[src/rtl/ft245_tx_pkg.sv]
// Shared definitions for the FT232H synchronous-FIFO paths: state encodings,
// pad polarities and bus turnaround length. The receive path imports this too.
package ft245_tx_pkg;

  typedef enum logic [2:0] {
    ST_IDLE    = 3'd0,
    ST_REQ     = 3'd1,
    ST_TURN    = 3'd2,
    ST_WRITE   = 3'd3,
    ST_RELEASE = 3'd4
  } tx_state_t;

  localparam logic TXE_N_READY   = 1'b0;
  localparam logic WR_N_ACTIVE   = 1'b0;
  localparam logic WR_N_IDLE     = 1'b1;
  localparam logic SIWU_N_ACTIVE = 1'b0;
  localparam logic SIWU_N_IDLE   = 1'b1;

  // Cycles with the pad driven but no strobe, before the first write.
  localparam int TURN_CYCLES = 1;

endpackage

[src/rtl/ft245_tx_if.sv]
// Controller byte stream, arbiter handshake and FT232H pads of the transmit path.
// master = the ft245_tx block, slave = its surroundings (controller, arbiter, pads).
interface ft245_tx_if;

  logic [7:0] tx_data;
  logic       tx_valid;
  logic       tx_ready;
  logic       flush;
  logic       bus_req;
  logic       bus_gnt;
  logic       ft_txe_n;
  logic       ft_wr_n;
  logic       ft_siwu_n;
  logic [7:0] ft_dout;
  logic       ft_doe;

  modport master (
    input  tx_data, tx_valid, flush, bus_gnt, ft_txe_n,
    output tx_ready, bus_req, ft_wr_n, ft_siwu_n, ft_dout, ft_doe
  );

  modport slave (
    output tx_data, tx_valid, flush, bus_gnt, ft_txe_n,
    input  tx_ready, bus_req, ft_wr_n, ft_siwu_n, ft_dout, ft_doe
  );

endinterface

[src/rtl/ft245_tx_sync_fifo.sv]
// First-word-fall-through synchronous FIFO with wrap-bit pointers; also exposes
// the entry behind the head so a registered reader can stream one word per cycle.
module sync_fifo #(
  parameter int WIDTH = 8,
  parameter int DEPTH = 16
) (
  input  logic                   clk,
  input  logic                   rst,
  input  logic                   push,
  input  logic [WIDTH-1:0]       din,
  input  logic                   pop,
  output logic [WIDTH-1:0]       dout,
  output logic [WIDTH-1:0]       dout_next,
  output logic                   full,
  output logic                   empty,
  output logic [$clog2(DEPTH):0] count
);

  localparam int AW = $clog2(DEPTH);

  logic [WIDTH-1:0] mem [DEPTH];
  logic [AW:0]      wr_ptr;
  logic [AW:0]      rd_ptr;
  logic [AW-1:0]    rd_next;
  logic             do_push;
  logic             do_pop;

  assign full      = (wr_ptr[AW] != rd_ptr[AW]) && (wr_ptr[AW-1:0] == rd_ptr[AW-1:0]);
  assign empty     = (wr_ptr == rd_ptr);
  assign count     = wr_ptr - rd_ptr;
  assign do_push   = push && !full;
  assign do_pop    = pop && !empty;
  assign rd_next   = rd_ptr[AW-1:0] + AW'(1);
  assign dout      = mem[rd_ptr[AW-1:0]];
  assign dout_next = mem[rd_next];

  always_ff @(posedge clk) begin
    if (do_push) begin
      mem[wr_ptr[AW-1:0]] <= din;
    end
  end

  always_ff @(posedge clk) begin
    if (rst) begin
      wr_ptr <= '0;
      rd_ptr <= '0;
    end else begin
      if (do_push) wr_ptr <= wr_ptr + (AW+1)'(1);
      if (do_pop)  rd_ptr <= rd_ptr + (AW+1)'(1);
    end
  end

endmodule

[src/rtl/ft245_tx.sv]
// FT245-style transmit path: buffers controller bytes, borrows the shared pad bus
// from the arbiter, strobes bytes out while the FT232H has room, and issues SIWU.
//
// state    | meaning
// IDLE     | bus released; wait for queued data and txe_n low
// REQ      | bus_req high, waiting for bus_gnt
// TURN     | pad driven, strobe still idle (turnaround)
// WRITE    | wr_n low, one byte per cycle while txe_n low
// RELEASE  | wr_n back high; drop pad enable and bus_req
module ft245_tx
  import ft245_tx_pkg::*;
#(
  parameter int DEPTH     = 16,
  parameter int SIWU_IDLE = 255
) (
  input  logic                   clk,
  input  logic                   rst,
  ft245_tx_if.master             bus,
  output logic [$clog2(DEPTH):0] fifo_count,
  output logic                   busy
);

  localparam int AW = $clog2(DEPTH);
  localparam int CW = $clog2(SIWU_IDLE + 1);
  localparam logic [CW-1:0] IDLE_MAX  = CW'(SIWU_IDLE);
  localparam logic [CW-1:0] IDLE_LAST = CW'(SIWU_IDLE - 1);

  tx_state_t     state;
  logic [1:0]    turn_cnt;
  logic [CW-1:0] idle_cnt;
  logic          pending;
  logic          armed;

  logic          full;
  logic          empty;
  logic [7:0]    head;
  logic [7:0]    head_next;
  logic          push;
  logic          accept;
  logic          last;
  logic          fire;
  logic          timer_hit;

  sync_fifo #(.WIDTH(8), .DEPTH(DEPTH)) u_fifo (
    .clk       (clk),
    .rst       (rst),
    .push      (bus.tx_valid),
    .din       (bus.tx_data),
    .pop       (accept),
    .dout      (head),
    .dout_next (head_next),
    .full      (full),
    .empty     (empty),
    .count     (fifo_count)
  );

  assign bus.tx_ready = !full;
  assign push         = bus.tx_valid && !full;
  assign accept       = (state == ST_WRITE) && (bus.ft_wr_n == WR_N_ACTIVE)
                        && (bus.ft_txe_n == TXE_N_READY);
  // A push landing with the final pop is left for the next bus tenure.
  assign last         = accept && (fifo_count == (AW+1)'(1));
  assign busy         = (state != ST_IDLE) || !empty;
  assign fire         = pending && (state == ST_IDLE) && empty;
  assign timer_hit    = armed && !push && (idle_cnt == IDLE_LAST);

  always_ff @(posedge clk) begin
    if (rst) begin
      state       <= ST_IDLE;
      turn_cnt    <= '0;
      bus.bus_req <= 1'b0;
      bus.ft_doe  <= 1'b0;
      bus.ft_wr_n <= WR_N_IDLE;
      bus.ft_dout <= 8'h00;
    end else begin
      case (state)
        ST_IDLE: begin
          if (!empty && (bus.ft_txe_n == TXE_N_READY)) begin
            bus.bus_req <= 1'b1;
            state       <= ST_REQ;
          end
        end
        ST_REQ: begin
          if (bus.bus_gnt) begin
            bus.ft_doe <= 1'b1;
            turn_cnt   <= 2'(TURN_CYCLES - 1);
            state      <= ST_TURN;
          end
        end
        ST_TURN: begin
          if (turn_cnt == 2'd0) begin
            bus.ft_wr_n <= WR_N_ACTIVE;
            bus.ft_dout <= head;
            state       <= ST_WRITE;
          end else begin
            turn_cnt <= turn_cnt - 2'd1;
          end
        end
        ST_WRITE: begin
          if ((bus.ft_txe_n != TXE_N_READY) || last) begin
            bus.ft_wr_n <= WR_N_IDLE;
            state       <= ST_RELEASE;
          end else if (accept) begin
            bus.ft_dout <= head_next;
          end
        end
        ST_RELEASE: begin
          bus.ft_doe  <= 1'b0;
          bus.bus_req <= 1'b0;
          state       <= ST_IDLE;
        end
        default: state <= ST_IDLE;
      endcase
    end
  end

  // Send-immediate: a flush merges with an already pending pulse.
  always_ff @(posedge clk) begin
    if (rst) begin
      pending       <= 1'b0;
      armed         <= 1'b0;
      idle_cnt      <= '0;
      bus.ft_siwu_n <= SIWU_N_IDLE;
    end else begin
      bus.ft_siwu_n <= fire ? SIWU_N_ACTIVE : SIWU_N_IDLE;

      if (push)                     idle_cnt <= '0;
      else if (idle_cnt != IDLE_MAX) idle_cnt <= idle_cnt + CW'(1);

      if (fire)                         pending <= 1'b0;
      else if (bus.flush || timer_hit)  pending <= 1'b1;

      if (push)                   armed <= 1'b1;
      else if (timer_hit || fire) armed <= 1'b0;
    end
  end

endmodule

[src/flat_wrapper.sv]
// flat-port wrapper written by rule: the top's interface ports become plain ports
module ft245_tx_flat import ft245_tx_pkg::*;
#(
  parameter int DEPTH     = 16,
  parameter int SIWU_IDLE = 255
)
  (clk, rst, fifo_count, busy, bus_tx_data, bus_tx_valid, bus_flush, bus_bus_gnt, bus_ft_txe_n, bus_tx_ready, bus_bus_req, bus_ft_wr_n, bus_ft_siwu_n, bus_ft_dout, bus_ft_doe);
  ft245_tx_if bus_i ();
  input  logic clk;
  input  logic rst;
  output logic [$clog2(DEPTH):0] fifo_count;
  output logic busy;
  input wire logic [$bits(bus_i.tx_data)-1:0] bus_tx_data;
  input wire logic [$bits(bus_i.tx_valid)-1:0] bus_tx_valid;
  input wire logic [$bits(bus_i.flush)-1:0] bus_flush;
  input wire logic [$bits(bus_i.bus_gnt)-1:0] bus_bus_gnt;
  input wire logic [$bits(bus_i.ft_txe_n)-1:0] bus_ft_txe_n;
  output wire logic [$bits(bus_i.tx_ready)-1:0] bus_tx_ready;
  output wire logic [$bits(bus_i.bus_req)-1:0] bus_bus_req;
  output wire logic [$bits(bus_i.ft_wr_n)-1:0] bus_ft_wr_n;
  output wire logic [$bits(bus_i.ft_siwu_n)-1:0] bus_ft_siwu_n;
  output wire logic [$bits(bus_i.ft_dout)-1:0] bus_ft_dout;
  output wire logic [$bits(bus_i.ft_doe)-1:0] bus_ft_doe;
  assign bus_i.tx_data = bus_tx_data;
  assign bus_i.tx_valid = bus_tx_valid;
  assign bus_i.flush = bus_flush;
  assign bus_i.bus_gnt = bus_bus_gnt;
  assign bus_i.ft_txe_n = bus_ft_txe_n;
  assign bus_tx_ready = bus_i.tx_ready;
  assign bus_bus_req = bus_i.bus_req;
  assign bus_ft_wr_n = bus_i.ft_wr_n;
  assign bus_ft_siwu_n = bus_i.ft_siwu_n;
  assign bus_ft_dout = bus_i.ft_dout;
  assign bus_ft_doe = bus_i.ft_doe;
  ft245_tx #(.DEPTH(DEPTH), .SIWU_IDLE(SIWU_IDLE)) u_core (.clk(clk), .rst(rst), .bus(bus_i), .fifo_count(fifo_count), .busy(busy));
endmodule
[config.mk]
export PLATFORM = sky130hd
export DESIGN_NAME = ft245_tx_flat
export DESIGN_NICKNAME = d
export VERILOG_FILES = /design/src/rtl/ft245_tx_pkg.sv /design/src/rtl/ft245_tx_if.sv /design/src/rtl/ft245_tx_sync_fifo.sv /design/src/rtl/ft245_tx.sv /design/src/flat_wrapper.sv
export SDC_FILE = /design/constraint.sdc
export NUM_CORES = 1
export LEC_CHECK = 0
export ABC_CLOCK_PERIOD_IN_PS = 4200
export CORE_ASPECT_RATIO = 0.6
export CORE_MARGIN = 1.5
export CORE_UTILIZATION = 40
export CTS_CLUSTER_DIAMETER = 50
export CTS_CLUSTER_SIZE = 16
export DETAILED_ROUTE_END_ITERATION = 8
export DONT_BUFFER_PORTS = 1
export SLEW_MARGIN = 20
export SYNTH_ARGS = -nofsm -noshare
export SYNTH_HDL_FRONTEND = slang
export SYNTH_SLANG_ARGS = --single-unit
[constraint.sdc]
create_clock -name clk -period 4.2 [get_ports clk]
set_clock_uncertainty 0.2 [all_clocks]
set_input_delay 0.84 -clock clk [delete_from_list [all_inputs] [get_ports clk]]
set_output_delay 0.84 -clock clk [all_outputs]
set_load 0.01 [all_outputs]
Word-level counts from Yosys, hierarchy flattened

Memory sizes are Yosys's and may differ from the RTL's. A register that Yosys moved wholly into a read port is not among the register bits.
Cells that the tools add are included.

Logic and storage cells: 98
Memory bits (writable): 128
Memories kept: 1
Output and inout bits: 19
Input bits: 14
Register bits after elaboration: 37

Reductions and logical operators: 34
Bitwise operators: 2
$add $sub $neg: 6
Mux-type cells: 26
Equal/unequal tests: 17

Memory list:

| name              | words | width | rd ports | clocked after memory_dff | write ports | line                     | RTL |
|---|---|---|---|---|---|---|---|
| u_core.u_fifo.mem | 16    | 8     | 2        | 1                        | 1           | ft245_tx_sync_fifo.sv:21 | `logic [WIDTH-1:0] mem [DEPTH];` |

Operator list:

| cell                                                             | count |
|---|---|
| 8-bit 2-to-1 mux                                                 | 3 |
| 8-bit one-hot mux with 2 select lines                            | 1 |
| 3-bit 2-to-1 mux                                                 | 4 |
| 3-bit one-hot mux with 4 select lines                            | 1 |
| 1-bit logical AND                                                | 11 |
| 5-bit by 1-bit adder with 5-bit output (second input constant)   | 2 |
| 2-bit inequality test (second input constant)                    | 5 |
| 2-bit nonzero test                                               | 5 |
| 1-bit 2-to-1 mux                                                 | 9 |
| 8-bit by 1-bit adder with 8-bit output (second input constant)   | 1 |
| 8-bit == test (second input constant)                            | 1 |
| 4-bit 2-to-1 mux                                                 | 2 |
| 8-bit inequality test (second input constant)                    | 1 |
| 4-bit AND reduction                                              | 2 |
| 3-bit by 2-bit == test with 1-bit output (second input constant) | 2 |
| 1-bit one-hot mux with 2 select lines                            | 3 |
| 3-bit AND reduction                                              | 2 |
| 5-bit by 1-bit == test with 1-bit output (second input constant) | 1 |
| 5-bit == test                                                    | 1 |
| 5-bit subtractor                                                 | 1 |
| 4-bit by 1-bit adder with 4-bit output (second input constant)   | 1 |
| 4-bit == test                                                    | 1 |
| 1-bit logical OR                                                 | 4 |
| 2-bit 2-to-1 mux                                                 | 2 |
| other kinds (13)                                                 | 19 |

Logic depth before layout (Yosys ltp)

Gate-level depths: netlist of the first run.

Depth after elaboration: 10
Gate-level depth with buffers: 10
Mapped depth without buffers: 10

By module

Synthesis of the first run repeated with hierarchy kept, for this count alone.

Cell total of the unflattened synthesis: 546
Area total of the unflattened synthesis: 8244.2 sq um

Modules (own cells, without submodules):

| module    | sequential area each (sq um) | cells each | times used | area an instance (sq um) |
|---|---|---|---|---|
| sync_fifo | 4124.0                       | 379        | 1          | 6820.3 |
| ft245_tx  | 540.5                        | 167        | 1          | 1423.9 |

Worst setup path before layout of the first run

OpenSTA, ideal clock, no wires.

Path kind: flip-flop to flip-flop
Start point: register u_core.u_fifo.rd_ptr[2]
End point: memory u_core.u_fifo.mem[3][0], enable pin
Required time: 3.617 ns
Library setup time: 0.383 ns
Period minus slack after synthesis: 2.769 ns
Stages on the path, launching flop included: 9
Arrival time: 2.186 ns
Path slack: 1.431 ns
Buffers on the path: 1
Cells stage by stage: dfxtp_1 inv_1 ha_1 and4_1 nand2_1 and2_1 buf_4 nand2_2 nor3_1

Word-level cells in the longest chain between the ends: 6

Ends and longest elaborated chain:

| element                                | line                     | RTL |
|---|---|---|
| from (decl)                            | ft245_tx_sync_fifo.sv:23 | `logic [AW:0] rd_ptr;` |
| from (signal assigned)                 | ft245_tx_sync_fifo.sv:49 | `if (do_pop) rd_ptr <= rd_ptr + (AW+1)'(1);` |
| 4-bit == test                          | ft245_tx_sync_fifo.sv:28 | `assign full = (wr_ptr[AW] != rd_ptr[AW]) && (wr_ptr[AW-1:0] == rd_ptr[AW-1:0]);` |
| 1-bit logical AND                      | ft245_tx_sync_fifo.sv:28 |  |
| 1-bit logical NOT                      | n/a                      |  |
| net bus_tx_ready                       | flat_wrapper.sv:18       | `output wire logic [$bits(bus_i.tx_ready)-1:0] bus_tx_ready;` |
| 1-bit logical AND                      | ft245_tx_sync_fifo.sv:31 | `assign do_push = push && !full;` |
| 1-bit 2-to-1 mux                       | ft245_tx_sync_fifo.sv:38 | `if (do_push) begin` |
| 1-bit 2-to-1 mux (not written as such) | ft245_tx_sync_fifo.sv:39 | `mem[wr_ptr[AW-1:0]] <= din;` |
| to (decl)                              | ft245_tx_sync_fifo.sv:21 |  |

The timed path passes the listed nets, and every way through them passes these cells.

Worst setup path in the final report of the first run

Start point: register u_core.u_fifo.wr_ptr[0]
End point: output fifo_count[4]

Word-level cells in the longest chain between the ends: 1

Ends and longest elaborated chain:

| element                | line                     | RTL |
|---|---|---|
| from (decl)            | ft245_tx_sync_fifo.sv:22 | `logic [AW:0] wr_ptr;` |
| from (signal assigned) | ft245_tx_sync_fifo.sv:48 | `if (do_push) wr_ptr <= wr_ptr + (AW+1)'(1);` |
| 5-bit subtractor       | ft245_tx_sync_fifo.sv:30 | `assign count = wr_ptr - rd_ptr;` |
| to (decl)              | flat_wrapper.sv:11       | `output logic [$clog2(DEPTH):0] fifo_count;` |

Every way passes these cells.

==> results of run 1 <==
==> logic make-up (layout without fill, tap and decap cells) <==
| group | Yosys count | in the layout | synth area share (%) |
|---|---|---|---|
| adders and majority gates | 13 | 13 | 2.15 |
| AOI/OAI and AO/OA | 65 | 65 | 5.35 |
| DFF | 169 | 169 | 58.8 |
| buffers and inverters | 44 | 56 | 3.06 |
| muxes | 83 | 83 | 20.6 |
| xor gates and xnor gates | 17 | 17 | 2.12 |
| and+or+nand+nor | 121 | 121 | 7.89 |
==> registers in the layout, indices dropped and copies added, names as in the netlist, named ones only <==
register              cells
u_core.u_fifo.wr_ptr      5
u_core.state              3
u_core.bus.ft_dout        8
u_core.bus.bus_req        1
u_core.bus.ft_siwu_n      1
u_core.bus.ft_doe         1
u_core.turn_cnt           2
u_core.bus.ft_wr_n        1
u_core.armed              1
u_core.u_fifo.rd_ptr      5
u_core.u_fifo.mem       128
u_core.idle_cnt           8
u_core.pending            1
==> metrics by stage <==
| stage | util [%] | setup slack (ns) | std cells | hold slack, ns |
|---|---|---|---|---|
| 6_report | 45.3 | 0.973 | 790 | 0.266 |
| 5_1_grt | 45.3 | 0.774 | 790 | 0.243 |
| 4_1_cts | 45.3 | 0.947 | 790 | 0.251 |
| 3_5_place_dp | 42.4 | 1.06 | 758 | 0.258 |
| 3_3_place_gp | 42.4 | 1.21 | 758 | 0.248 |
| 2_1_floorplan | - | 1.43 | 512 | 0.250 |
==> path summary, 6_finish.rpt <==
path / from / to / slack (ns)
min: u_core.pending$_SDFFE_PP0P_ / u_core.pending$_SDFFE_PP0P_ / 0.27
max reg2reg: u_core.u_fifo.rd_ptr[2]$_SDFFE_PP0P_ / u_core.u_fifo.mem[9][4]$_DFFE_PP_ / 1.01
min reg2reg: u_core.pending$_SDFFE_PP0P_ / u_core.pending$_SDFFE_PP0P_ / 0.27
max: u_core.u_fifo.wr_ptr[0]$_SDFFE_PP0P_ / fifo_count[4] / 0.97
==> cells in the mapped netlist, types with 2 or more instances <==
master / instances / area (um2)
edfxtp_1: 128 / 3840
xor2_1: 6 / 52.6
and3_1: 4 / 25.0
nand4_1: 2 / 12.5
o22ai_1: 24 / 150
buf_1: 2 / 7.51
and4_1: 2 / 17.5
buf_6: 2 / 22.5
inv_1: 14 / 52.6
mux4_2: 64 / 1440
nor2_1: 48 / 180
nor3b_1: 3 / 22.5
buf_2: 13 / 65.1
nand3b_1: 3 / 22.5
nand2b_1: 6 / 37.5
dfxtp_1: 41 / 821
xnor2_1: 10 / 87.6
a31oi_1: 4 / 25.0
a211oi_1: 2 / 15.0
nor2b_1: 3 / 18.8
o21a_1: 2 / 15.0
mux2i_1: 19 / 190
clkbuf_1: 4 / 15.0
or2_2: 6 / 37.5
a21oi_1: 15 / 75.1
nor3_1: 16 / 80.1
o2bb2ai_1: 8 / 70.1
buf_4: 8 / 60.1
and2_1: 2 / 12.5
nand3_1: 6 / 30.0
o21ai_0: 5 / 25.0
nand2_1: 10 / 37.5
ha_1: 12 / 150
==> layer usage <==
| metal | vias to the layer above | wire length (um) | share of wire [%] | GRT usage (%) |
|---|---|---|---|---|
| li1 | 2021 | - | - | - |
| met1 | 2432 | 9170 | 44 | 32.0 |
| met2 | 316 | 7930 | 38 | 26.2 |
| met3 | 20 | 3430 | 16 | 12.8 |
| met4 | 2 | 143 | 0.69 | 3.90 |
| met5 | - | 118 | 0.57 | 4.24 |
==> power by group through the flow <==
stage | clock (mW) | sequential, mW | combinational, mW
detailed placement | 0 | 1.89 | 0.118
global placement | 0 | 1.88 | 0.117
floorplan | 0 | 1.88 | 0.0963
finish | 1.52 | 1.85 | 0.119
CTS | 1.54 | 1.85 | 0.119
global route | 1.60 | 1.85 | 0.132
==> layout make-up <==
| cell class | instances | area, um2 | share of cell area, % |
|---|---|---|---|
| multi-input combinational | 299 | 3020 | 34.6 |
| timing repair buffer | 10 | 75.1 | 0.862 |
| inverter | 14 | 52.6 | 0.603 |
| clock buffer | 18 | 429 | 4.93 |
| sequential | 169 | 4670 | 53.6 |
| tap | 266 | 333 | 3.82 |
| clock inverter | 14 | 138 | 1.58 |
==> flow_summary.toml, run 1 <==
[global_route]
grt_pass1_wl_um = 30900
antenna_found_initial = 0
track_usage_pct = 21.5
grt_pass1_vias = 4561
grt_max_degree = 35
grt_overflow = 0

[final_layout]
nNetsFinal = 538
final_area_um2 = 8710
syn_to_final_growth_pct = 9.93
diodes = 0
final_common_cell = "edfxtp_1"
drive_gt1_share_pct = 23.3
final_cell_mix = "edfxtp_1, mux4_2, nor2_1"
final.fill_count = 1663

[place]
place_area_um2 = 8150
dpl.hpwl_um = 14900
port_buffers = 0
routabilityCongestion = 0.927

[setup_path]
max_stage_delay_ns = 0.39
path_buf_inv = 3
cp_max_fo = 5
cp_slowest_cell = "fa_1"
crit_arrival_ns = 2.19
worstSetupPathType = "reg2out"
cpMostUsedCell = "inv_1"
worst-path-stages = 8
rr_worst_depth = 7
path_cells = "inv_1 -> ha_1 -> inv_1 -> fa_1 -> a21o_1 -> a21oi_1 -> xnor2_1 -> inv_1"
worstSetupStartpointType = "flip-flop"
end_kind = "primary output"
crit_family = "adder cells"
critPathRequiredTime_ns = 3.16

[die]
io_pins = 33
die_area_um2 = 20700
die_h_um = 112
start_util_pct = 41.2
num_rows = 39
core_area_um2 = 19200
die_w_um = 185

[clock_tree]
ctsLongestPathBuffers = 2
clkSinkCount = 169
ctsHoldBuffers = 0
numCtsBuffers = 17
cts-root-buf = "clkbuf_16"
cts_setup_buffers = 0
htree_num_levels = 4
clk_pin_slew_ns = 0.07
post_cts_resized = 0
cts_tree = "yes"
clk_latency_ns = 0.43

[logic_synthesis]
synth_cells = 512
ys_seq_elements = 169
synth_edf_count = 128
syn_nets = 539
yosys_warnings = 0
ys_seq_area_share_pct = 58.8
ys_async_sr_fraction_pct = 0
synth_flop_cell = "edfxtp_1"
syn_avg_cell_area_um2 = 15.5
synth_cell_type_count = 51
syn-cell-area_um2 = 7930

[pwr]
switching_share_pct = 22.5
pwr-share-seq_pct = 53.1
p_total_mw = 3.48
power_switching_mw = 0.783
p_int_mw = 2.70
irDropWorstVdd_v = 0.000253
clockPowerShare_pct = 43.5
powerDensity_nw_per_um2 = 400
power_frac_comb_pct = 3.4
leakagePower_nw = 2.68

[route]
drt_wl_total_um = 20800
drtAntennaViolNets = 0
drc = 0
vias = 4791
drt_iter0_markers = 585
wl_per_cell_um = 26.3
dr.pass1.iters = 5
viasPerCell = 6.06

[sta]
max_freq_ghz = 0.310
slew_viol_final = 0
final-setup-viol-count = 0
period_share_pct = 76.8
fin_setup_tns_ns = 0
tightest_slew_ns = 0.929
relSlewSlack_pct = 38.0
hold_viol_final = 0
grt_setup_unrepaired = "false"
period_needed_ns = 3.23

[run]
maxCapViolCount = 0

[status]
status = "complete, no violations"

[worst_hold_path]
min_path_cells = 1
hp-class = "reg2reg"
No activity file was read; power rests on OpenSTA's default activity.
==> run 2: changes to the inputs <==
--- a/config.mk
+++ b/config.mk
@@ -5,7 +5,8 @@
 export SDC_FILE = /design/constraint.sdc
 export NUM_CORES = 1
 export LEC_CHECK = 0
-export ABC_CLOCK_PERIOD_IN_PS = 4200
+export ABC_AREA = 1
+export ABC_CLOCK_PERIOD_IN_PS = 2700
 export CORE_ASPECT_RATIO = 0.6
 export CORE_MARGIN = 1.5
 export CORE_UTILIZATION = 40
==> constraint.sdc (replaced) <==
create_clock -name clk -period 2.7 [get_ports clk]
set_clock_uncertainty 0.2 [all_clocks]
set_input_delay 0.54 -clock clk [delete_from_list [all_inputs] [get_ports clk]]
set_output_delay 0.54 -clock clk [all_outputs]
set_load 0.01 [all_outputs]
==> flow_summary.toml, run 2 <==
[status]
status = "complete, but fails checks"
failed_checks = "design-rule violations"

[logic_synthesis]
synth_flop_cell = "edfxtp_1"
ys_async_sr_fraction_pct = 0
synthMostInstantiatedCell = "nand2_1"
yosysTopAreaCell = "edfxtp_1"
ys_seq_elements = 169
synth_top_area_share_pct = 44.1
synth_cell_type_count = 34
syn_nets = 1066
ys_seq_area_share_pct = 53.5
ys_top_cells_by_area = "edfxtp_1, nand2_1, dfxtp_1, nand3_1, inv_1"
synth_edf_count = 128
syn_avg_cell_area_um2 = 8.39
synth_common_cells = "nand2_1, nand3_1, inv_1"
yosys_warnings = 0
synth_cells = 1039
syn-cell-area_um2 = 8710

[place]
port_buffers = 0
place_area_um2 = 9130
routabilityCongestion = 0.899
dp_cells = 1306
dpl.hpwl_um = 16500

[setup_path]
r2r_end = "u_core.u_fifo.mem[14][5]$_DFFE_PP_"
max_stage_delay_ns = 0.35
critPathRequiredTime_ns = 1.96
worstSetupPathType = "reg2out"
end_kind = "primary output"
cpMostUsedCell = "nand2_1"
worst-path-stages = 9
worstSetupStartpointType = "flip-flop"
crit_arrival_ns = 1.83
cp_slowest_cell = "fa_2"
r2r_start = "u_core.u_fifo.wr_ptr[0]$_SDFFE_PP0P_"
r2r_setup_slack_ns = 0.22
crit_family = "adder cells"
path_cells = "inv_2 -> ha_1 -> inv_1 -> fa_2 -> nand3_1 -> nand2_1 -> nand2_1 -> nand2_1 -> inv_1"
cp_max_fo = 4
path_buf_inv = 3
rr_worst_depth = 10

[sta]
grt_setup_unrepaired = "false"
hold_viol_final = 0
relSlewSlack_pct = 51.3
final-setup-viol-count = 0
fin_setup_tns_ns = 0
period_share_pct = 95.0
slew_viol_final = 0
timing.hold.ws_ns = 0.0116
max_freq_ghz = 0.390
tightest_slew_ns = 0.731
period_needed_ns = 2.57

[clock_tree]
cts_setup_buffers = 0
clk_pin_slew_ns = 0.07
cts_tree = "yes"
ctsLongestPathBuffers = 2
htree_num_levels = 4
cts-root-buf = "clkbuf_16"
clkSinkCount = 169
clk_latency_ns = 0.43
numCtsBuffers = 17

[route]
drt_wl_total_um = 25600
wl_per_cell_um = 18.8
dr.pass1.iters = 8
drtAntennaViolNets = 0
vias = 7388
drt_iter0_markers = 869
drc = 1
viasPerCell = 5.42

[die]
io_pins = 33
die_w_um = 194
die_h_um = 117
die_area_um2 = 22700
num_rows = 41
start_util_pct = 41.1
core_area_um2 = 21200

[pwr]
leakagePower_nw = 4.04
powerDensity_nw_per_um2 = 602
irDropWorstVdd_v = 0.000450

[worst_hold_path]
hold_path_startpoint = "bus_tx_data[5]"
hp-class = "in2reg"
hold_path_end = "u_core.u_fifo.mem[6][5]$_DFFE_PP_"
min_path_cells = 0

[final_layout]
syn_to_final_growth_pct = 14.6
largest_reg_flops = 128
drive_gt1_share_pct = 7.93
diodes = 0
final_area_um2 = 9980
final_core_util_pct = 47.1
stdcell_count = 1363
nNetsFinal = 1098
final_common_cell = "nand2_1"
final_cell_mix = "nand2_1, nand3_1, inv_1"

[global_route]
grt_overflow = 0
track_usage_pct = 22.4
grt_max_degree = 59
antenna_found_initial = 0
grt_pass1_vias = 6691
grt_pass1_wl_um = 38900

[run]
maxCapViolCount = 0
==> run 2: cell type report <==
| class | instances | area [um2] |
|---|---|---|
| Clock buffer | 17 | 425 |
| Clock inverter | 15 | 164 |
| Fill cell | 2036 | 11200 |
| Inverter | 157 | 592 |
| Multi-Input combinational cell | 662 | 3230 |
| Sequential cell | 169 | 4670 |
| Tap cell | 279 | 349 |
| Timing Repair Buffer | 64 | 553 |
==> run 2: through the flow <==
| step | power [mW] | setup slack (ns) |
|---|---|---|
| 2_1_floorplan | 3.35 | 0.288 |
| 3_3_place_gp | 3.48 | 0.235 |
| 3_5_place_dp | 3.48 | 0.153 |
| 4_1_cts | 5.99 | 0.0371 |
| 5_1_grt | 6.23 | 0.0204 |
| 6_report | 6.01 | 0.135 |
==> run 2: cell families (layout without fill, tap and decap cells) <==
family | count (synthesis) | after routing | synth area share (%)
simple gates | 504 | 505 | 24.2
buf+inv | 209 | 253 | 9.62
flops | 169 | 169 | 53.5
compound gates | 140 | 140 | 10.0
fa+ha+maj | 13 | 13 | 1.95
xor+xnor | 4 | 4 | 0.704
==> run 2: worst reg2reg max path, delay by kind of cell, from the launching register on <==
family	cells	cell delay, ns
and+or+nand+nor	6	0.79
buffers and inverters	3	0.47
DFF	1	0.39
adders and majority gates	1	0.34
==> run 2: layer usage <==
| metal | vias to the layer above | global-route usage (%) | part of all wire [%] |
|---|---|---|---|
| li1 | 3519 | - | - |
| met1 | 3494 | 35.8 | 50 |
| met2 | 346 | 30.0 | 39 |
| met3 | 29 | 5.41 | 10 |
| met4 | 0 | 4.92 | 1.1 |
| met5 | - | 0 | 0 |
==> run 2: worst max-delay path by stage <==
stage                                              end  slack (ns)                            startpoint
floorplan           u_core.u_fifo.mem[10][0]$_DFFE_PP_        0.29  u_core.u_fifo.rd_ptr[2]$_SDFFE_PP0P_
global placement    u_core.bus.ft_dout[3]$_SDFFE_PP0P_        0.23  u_core.u_fifo.wr_ptr[0]$_SDFFE_PP0P_
detailed placement  u_core.bus.ft_dout[2]$_SDFFE_PP0P_        0.15  u_core.u_fifo.wr_ptr[0]$_SDFFE_PP0P_
CTS                                      fifo_count[4]        0.04  u_core.u_fifo.wr_ptr[0]$_SDFFE_PP0P_
global route                             fifo_count[4]        0.02  u_core.u_fifo.wr_ptr[0]$_SDFFE_PP0P_
finish                                   fifo_count[4]        0.13  u_core.u_fifo.wr_ptr[0]$_SDFFE_PP0P_
==> run 2: timing repair <==
action	CTS	global route
endpoints found under the setup margin	0	9
hold buffers	14	10
gates resized for setup	0	5
endpoints found under the hold margin	55	61
==> run 2: report_power, final <==
part	switching [mW]	internal [mW]
clock network	1.12	1.38
registers	0.0903	2.89
logic	0.362	0.172
